==> config.mk <==
export PLATFORM = sky130hd
export DESIGN_NAME = buzzer_tone_gen
export DESIGN_NICKNAME = d
export VERILOG_FILES = /design/src/rtl/buzzer_tone_gen.sv
export SDC_FILE = /design/constraint.sdc
export NUM_CORES = 1
export LEC_CHECK = 0
export BUFFER_PORTS_ARGS = -buffer_cell sky130_fd_sc_hd__buf_4
export CAP_MARGIN = 20
export CORE_MARGIN = 1
export CORE_UTILIZATION = 55
export DETAILED_ROUTE_END_ITERATION = 6
export GPL_TIMING_DRIVEN = 0
export PLACE_DENSITY = 0.74
export SYNTH_ARGS = -nofsm -noshare
export SYNTH_HDL_FRONTEND = slang
export SYNTH_SLANG_ARGS = --single-unit
==> constraint.sdc <==
create_clock -name clk -period 3.5 [get_ports clk]
set_input_delay 0.35 -clock clk [delete_from_list [all_inputs] [get_ports clk]]
set_output_delay 0.35 -clock clk [all_outputs]
set_load 0.02 [all_outputs]
==> src/rtl/buzzer_tone_gen.sv <==
// Buzzer tone generator: plays a square wave of a given half-period for a
// duration measured in prescaled ticks, then pulses done once.
module buzzer_tone_gen #(
  parameter int unsigned HALF_W   = 20,
  parameter int unsigned DUR_W    = 12,
  parameter int unsigned TICK_DIV = 100000
) (
  input  logic              clk,
  input  logic              rst,
  input  logic              start,
  input  logic [HALF_W-1:0] half_period,
  input  logic [DUR_W-1:0]  duration,
  input  logic              abort,
  output logic              buzz,
  output logic              busy,
  output logic              done
);

  localparam int unsigned PRE_W = $clog2(TICK_DIV);
  localparam logic [PRE_W-1:0] PRE_LAST = PRE_W'(TICK_DIV - 1);

  typedef enum logic [1:0] {
    S_IDLE,
    S_PLAY,
    S_FIN
  } state_t;

  state_t              state;
  logic [HALF_W-1:0]   hp_q;
  logic [DUR_W-1:0]    dur_q;
  logic [HALF_W-1:0]   hp_cnt;
  logic [PRE_W-1:0]    pre_cnt;
  logic [DUR_W-1:0]    tick_cnt;

  logic hp_wrap_c;
  logic pre_wrap_c;
  logic last_tick_c;
  logic zero_args_c;

  // Wrap/terminal detection for the three counters
  always_comb begin
    hp_wrap_c   = (hp_cnt == hp_q - HALF_W'(1));
    pre_wrap_c  = (pre_cnt == PRE_LAST);
    last_tick_c = (tick_cnt == dur_q - DUR_W'(1));
    zero_args_c = (half_period == '0) || (duration == '0);
  end

  // Control FSM with registered outputs; done is emitted on leaving FIN
  always_ff @(posedge clk) begin
    if (rst) begin
      state    <= S_IDLE;
      buzz     <= 1'b0;
      busy     <= 1'b0;
      done     <= 1'b0;
      hp_q     <= '0;
      dur_q    <= '0;
      hp_cnt   <= '0;
      pre_cnt  <= '0;
      tick_cnt <= '0;
    end else begin
      done <= 1'b0;
      case (state)
        S_IDLE: begin
          if (start && !abort) begin
            hp_q     <= half_period;
            dur_q    <= duration;
            hp_cnt   <= '0;
            pre_cnt  <= '0;
            tick_cnt <= '0;
            if (zero_args_c) begin
              state <= S_FIN;
            end else begin
              state <= S_PLAY;
              busy  <= 1'b1;
              buzz  <= 1'b1;
            end
          end
        end
        S_PLAY: begin
          if (abort) begin
            state <= S_IDLE;
            busy  <= 1'b0;
            buzz  <= 1'b0;
          end else if (pre_wrap_c && last_tick_c) begin
            state <= S_FIN;
            busy  <= 1'b0;
            buzz  <= 1'b0;
          end else begin
            if (hp_wrap_c) begin
              hp_cnt <= '0;
              buzz   <= ~buzz;
            end else begin
              hp_cnt <= hp_cnt + HALF_W'(1);
            end
            if (pre_wrap_c) begin
              pre_cnt  <= '0;
              tick_cnt <= tick_cnt + DUR_W'(1);
            end else begin
              pre_cnt <= pre_cnt + PRE_W'(1);
            end
          end
        end
        S_FIN: begin
          done  <= 1'b1;
          state <= S_IDLE;
        end
        default: state <= S_IDLE;
      endcase
    end
  end

endmodule

Word-level counts from Yosys, hierarchy flattened:

Index checks and enable logic that the tools add are counted.

* reduce and logical (&&, ||, !) cells: 14
* bitwise operators: 1
* add/sub/neg operators: 5
* equal/unequal tests: 12
* multiplexer cells: 30

Operators with widths (number)
* two-way mux 20 bit: 4
* two-way mux 17 bit: 4
* two-way mux 12 bit: 4
* case mux 20 bit (2 select lines): 1
* case mux 17 bit (2 select lines): 1
* case mux 12 bit (2 select lines): 1
* adder 20 x 1 -> 20 bit, second input constant: 1
* == test 20 bit: 1
* logical NOT 20 bit: 1
* subtractor 20 x 1 -> 20 bit, second input constant: 1
* adder 17 x 1 -> 17 bit, second input constant: 1
* == test 17 bit, second input constant: 1
* adder 12 x 1 -> 12 bit, second input constant: 1
* == test 12 bit: 1
* logical NOT 12 bit: 1
* AND reduction 4 bit: 3
* subtractor 12 x 1 -> 12 bit, second input constant: 1
* != test 2 bit, second input constant: 5
* two-way mux 1 bit: 8
* two-way mux 2 bit: 4
* AND reduction 5 bit: 1
* != test 4 bit, second input constant: 1
* case mux 1 bit (2 select lines): 2
* case mux 2 bit (2 select lines): 1
* other kinds (10): 12

* logic and storage cells: 71
* flip-flop bits (word level): 86
* bits of input ports: 36

Longest topological paths before layout:

* word-level depth: 6
* depth in mapped cells: 12
* mapped depth without buffers: 10

Least setup slack after synthesis:

OpenSTA, ideal clock, no wires.

* path type: register -> register
* start point: reg hp_q[0]
* end point: reg hp_cnt[10]
* period minus slack after synthesis: 3.341 ns
* setup slack: 0.159 ns
* arrival time: 3.224 ns
* setup time: 0.117 ns
* cell stages (with the launch flop): 13
* required time: 3.383 ns
* cells stage by stage: dfxtp_1 -> inv_1 -> ha_1 -> or3b_1 -> buf_2 -> or4_4 -> a2111oi_2 -> o2111ai_1 -> or4_4 -> o21ai_2 -> buf_6 -> o21ai_1 -> a22o_1

* longest elaborated chain between the ends: 6

Ends and longest elaborated chain
* start: declaration: RTL line 29 `logic [HALF_W-1:0] hp_q;`
* start signal: assignment: RTL line 65 `hp_q <= half_period;`
* subtractor 20 x 1 -> 20 bit: RTL line 42 `hp_wrap_c = (hp_cnt == hp_q - HALF_W'(1));`
* == test 20 bit: RTL line 42
* two-way mux 20 bit: RTL line 89 `if (hp_wrap_c) begin`
* two-way mux 20 bit: RTL line 84 `end else if (pre_wrap_c && last_tick_c) begin`
* two-way mux 20 bit: RTL line 80 `if (abort) begin`
* case mux 20 bit (2 select lines): RTL line 62 `case (state)`
* end signal: assignment: RTL line 93 `hp_cnt <= hp_cnt + HALF_W'(1);`
* end: declaration: RTL line 31 `logic [HALF_W-1:0] hp_cnt;`

No other way between the ends. The select of a mux whose other input is x is not followed.
A chain may end at the register's enable or synchronous reset.

Final worst setup path:

* start point: reg hp_q[10]
* end point: reg hp_cnt[5]

Same word-level chain as after synthesis.

==> results_dict.tcl <==
set metrics [dict create \
    area_growth_pct 16.9 \
    design_area_um2 5850 \
    grt_pass1_vias 4706 \
    start_kind "register" \
    seq_area_um2 1730 \
    ys_seq_area_share_pct 34.4 \
    final_net_count 743 \
    clk_pin_slew_ns 0.09 \
    start_util_pct 57.2 \
    grt_usage_pct 28.5 \
    io_buffers 37 \
    grt_pass1_wl_mm 22.0 \
    layout_commonest_cell "nand2_1" \
    timing.fmax_mhz 291 \
    route.detailed.drc 0 \
    peakVddDrop_mv 0.241 \
    dpl_cell_area_um2 5420 \
    layout_common_cells "nand2_1, dfxtp_1, a21oi_1" \
    core_um2 8760 \
    globalRouteOverflowTotal 0 \
    tritoncts "built" \
    outcome "complete, no violations" \
    yosys_warnings 0 \
    synthTopCellsByArea "dfxtp_1, nand2_1, xor2_1" \
    die_h_um 97.4 \
    rows 34 \
    period_share_pct 98.1 \
    syn_avg_cell_area_um2 7.75 \
    final_antenna_net_count 0 \
    diodes 0 \
    grt_max_degree 16 \
    cts_num_sinks 86 \
    worst_hold_path_type "input pin to register" \
    vias 5052 \
    slew_headroom_pct 53.4 \
    synth_edf_count 0 \
    yosys_register_bits 86 \
    min_period_ns 3.43 \
    hold_viol_final 0 \
    syn-cell-area_um2 5010 \
    drive_gt1_share_pct 15.1 \
    report.final.slew_viol_count 0 \
    cts.htree.levels 3 \
    syn_nets 687 \
    fill_cells 754 \
    yosys_most_used_dff "dfxtp_1" \
    fin_setup_tns_ns 0 \
    firstDrtPassIters 5 \
    multi_input_area_um2 3230 \
    viasPerCell 6.20 \
    clk_latency_ns 0.36 \
    die-area_um2 9490 \
    syn_inst 646 \
    power_leakage_nw 2.08 \
    yosys.area.top_type "dfxtp_1" \
    cts_buffers 9 \
    utilization_pct 66.8 \
    root_buffer "clkbuf_8" \
    path_max_fanout 9 \
    die_w_um 97.4 \
    antenna_found_initial 0 \
    cp.required_ns 3.76 \
    setup_viol_count_final 0 \
    synth.distinct_cells 68 \
    async_flop_share_pct 0 \
    routed_wl_mm 13.6 \
    arrival_ns 3.70 \
    wl_per_cell_um 16.7 \
    power_density_nw_per_um2 367 \
    worst_slew_pin_slew_ns 0.692 \
    critPathKind "register to register" \
    clk_path_buf_depth 2 \
    cap_violations 0 \
    place_congestion 0.885 \
    crit_path_end_kind "register" \
    clock_skew_ns 0.0112 \
    synth_top_area_share_pct 34.4 \
    r2r_slack_ns 0.07 \
    cts_hold_buf 0 \
    num_io_pins 39 \
    dp_hpwl_mm 9.89 \
    drtIter0Drc 267 \
]
==> cell type report <==
type	instances	area share, %
buffer	33	2.84
clock buffer	10	2.35
clock inverter	6	1.20
inverter	11	0.748
multi-input combinational	515	55.2
sequential	86	29.5
tap	108	2.31
timing repair buffer	46	5.86
==> routing by layer <==
metal | up-vias | GRT usage (%) | wire (um)
li1 | 2473 | - | -
met1 | 2382 | 35.1 | 5810
met2 | 163 | 51.0 | 6790
met3 | 34 | 3.17 | 689
met4 | 0 | 10.1 | 305
met5 | - | 0 | 0
==> flip-flops by register name (all words and copies together) (netlist names) <==
name      count
dur_q        12
busy          1
buzz          1
hp_q         20
pre_cnt      17
state         2
tick_cnt     12
done          1
hp_cnt       20
==> stage by stage <==
stage          total power, mW  setup WS [ns]  hold WS [ns]  cells
2_1_floorplan             1.28          0.159         0.436    646
3_3_place_gp              1.38         -0.299         0.460    791
3_5_place_dp              1.39         -0.423         0.460    791
4_1_cts                   2.13         0.0174         0.228    806
5_1_grt                   2.24        -0.0799         0.227    815
6_report                  2.15         0.0664         0.229    815
==> final timing paths <==
path                       start         to  cells after the start
setup / recovery        hp_q[10]  hp_cnt[5]                     10
hold / removal    half_period[0]    hp_q[0]                      3
setup reg to reg        hp_q[10]  hp_cnt[5]                     10
hold reg to reg         hp_q[17]   hp_q[17]                      2
==> Yosys cell counts (all sizes together), types with 8 or more instances <==
master	count
a21oi	57
a22o	8
and3	12
buf	12
clkbuf	22
dfxtp	86
inv	11
nand2	96
nand3	22
nand4	10
nor2	36
nor3	36
nor4	19
o21ai	40
or3	11
xnor2	23
xor2	34
==> critical path: stages (launching register included) <==
cell,delay [ns]
dfxtp_1,0.31
buf_6,0.13
or4_1,0.59
or4_4,0.48
o41ai_2,0.37
o2111ai_1,0.17
or4_4,0.57
o21ai_4,0.26
buf_6,0.17
o21ai_2,0.06
a22o_1,0.24
==> logic make-up after synthesis <==
family	after synthesis	share of synthesized area [%]
flip-flops	86	34.4
XOR/XNOR	57	9.97
AO/OA/AOI/OAI	157	19.7
AND/OR/NAND/NOR	294	30.4
buffers and inverters	45	4.00
multiplexers	2	0.400
adder cells (fa/ha/maj)	5	1.25
==> report_power, final <==
| group | switching (mW) | internal (mW) | total (mW) |
|---|---|---|---|
| Sequential | 0.0260 | 0.999 | 1.03 |
| Combinational | 0.231 | 0.160 | 0.391 |
| Clock | 0.379 | 0.353 | 0.732 |
| Total | 0.636 | 1.51 | 2.15 |
==> repair_timing <==
item                       CTS  global route
pin swaps                    2             8
buffers inserted             0             7
resized for setup           16            25
setup endpoints to repair   47            40
gates cloned                 0             1
Power figures use the tool's default switching activity.
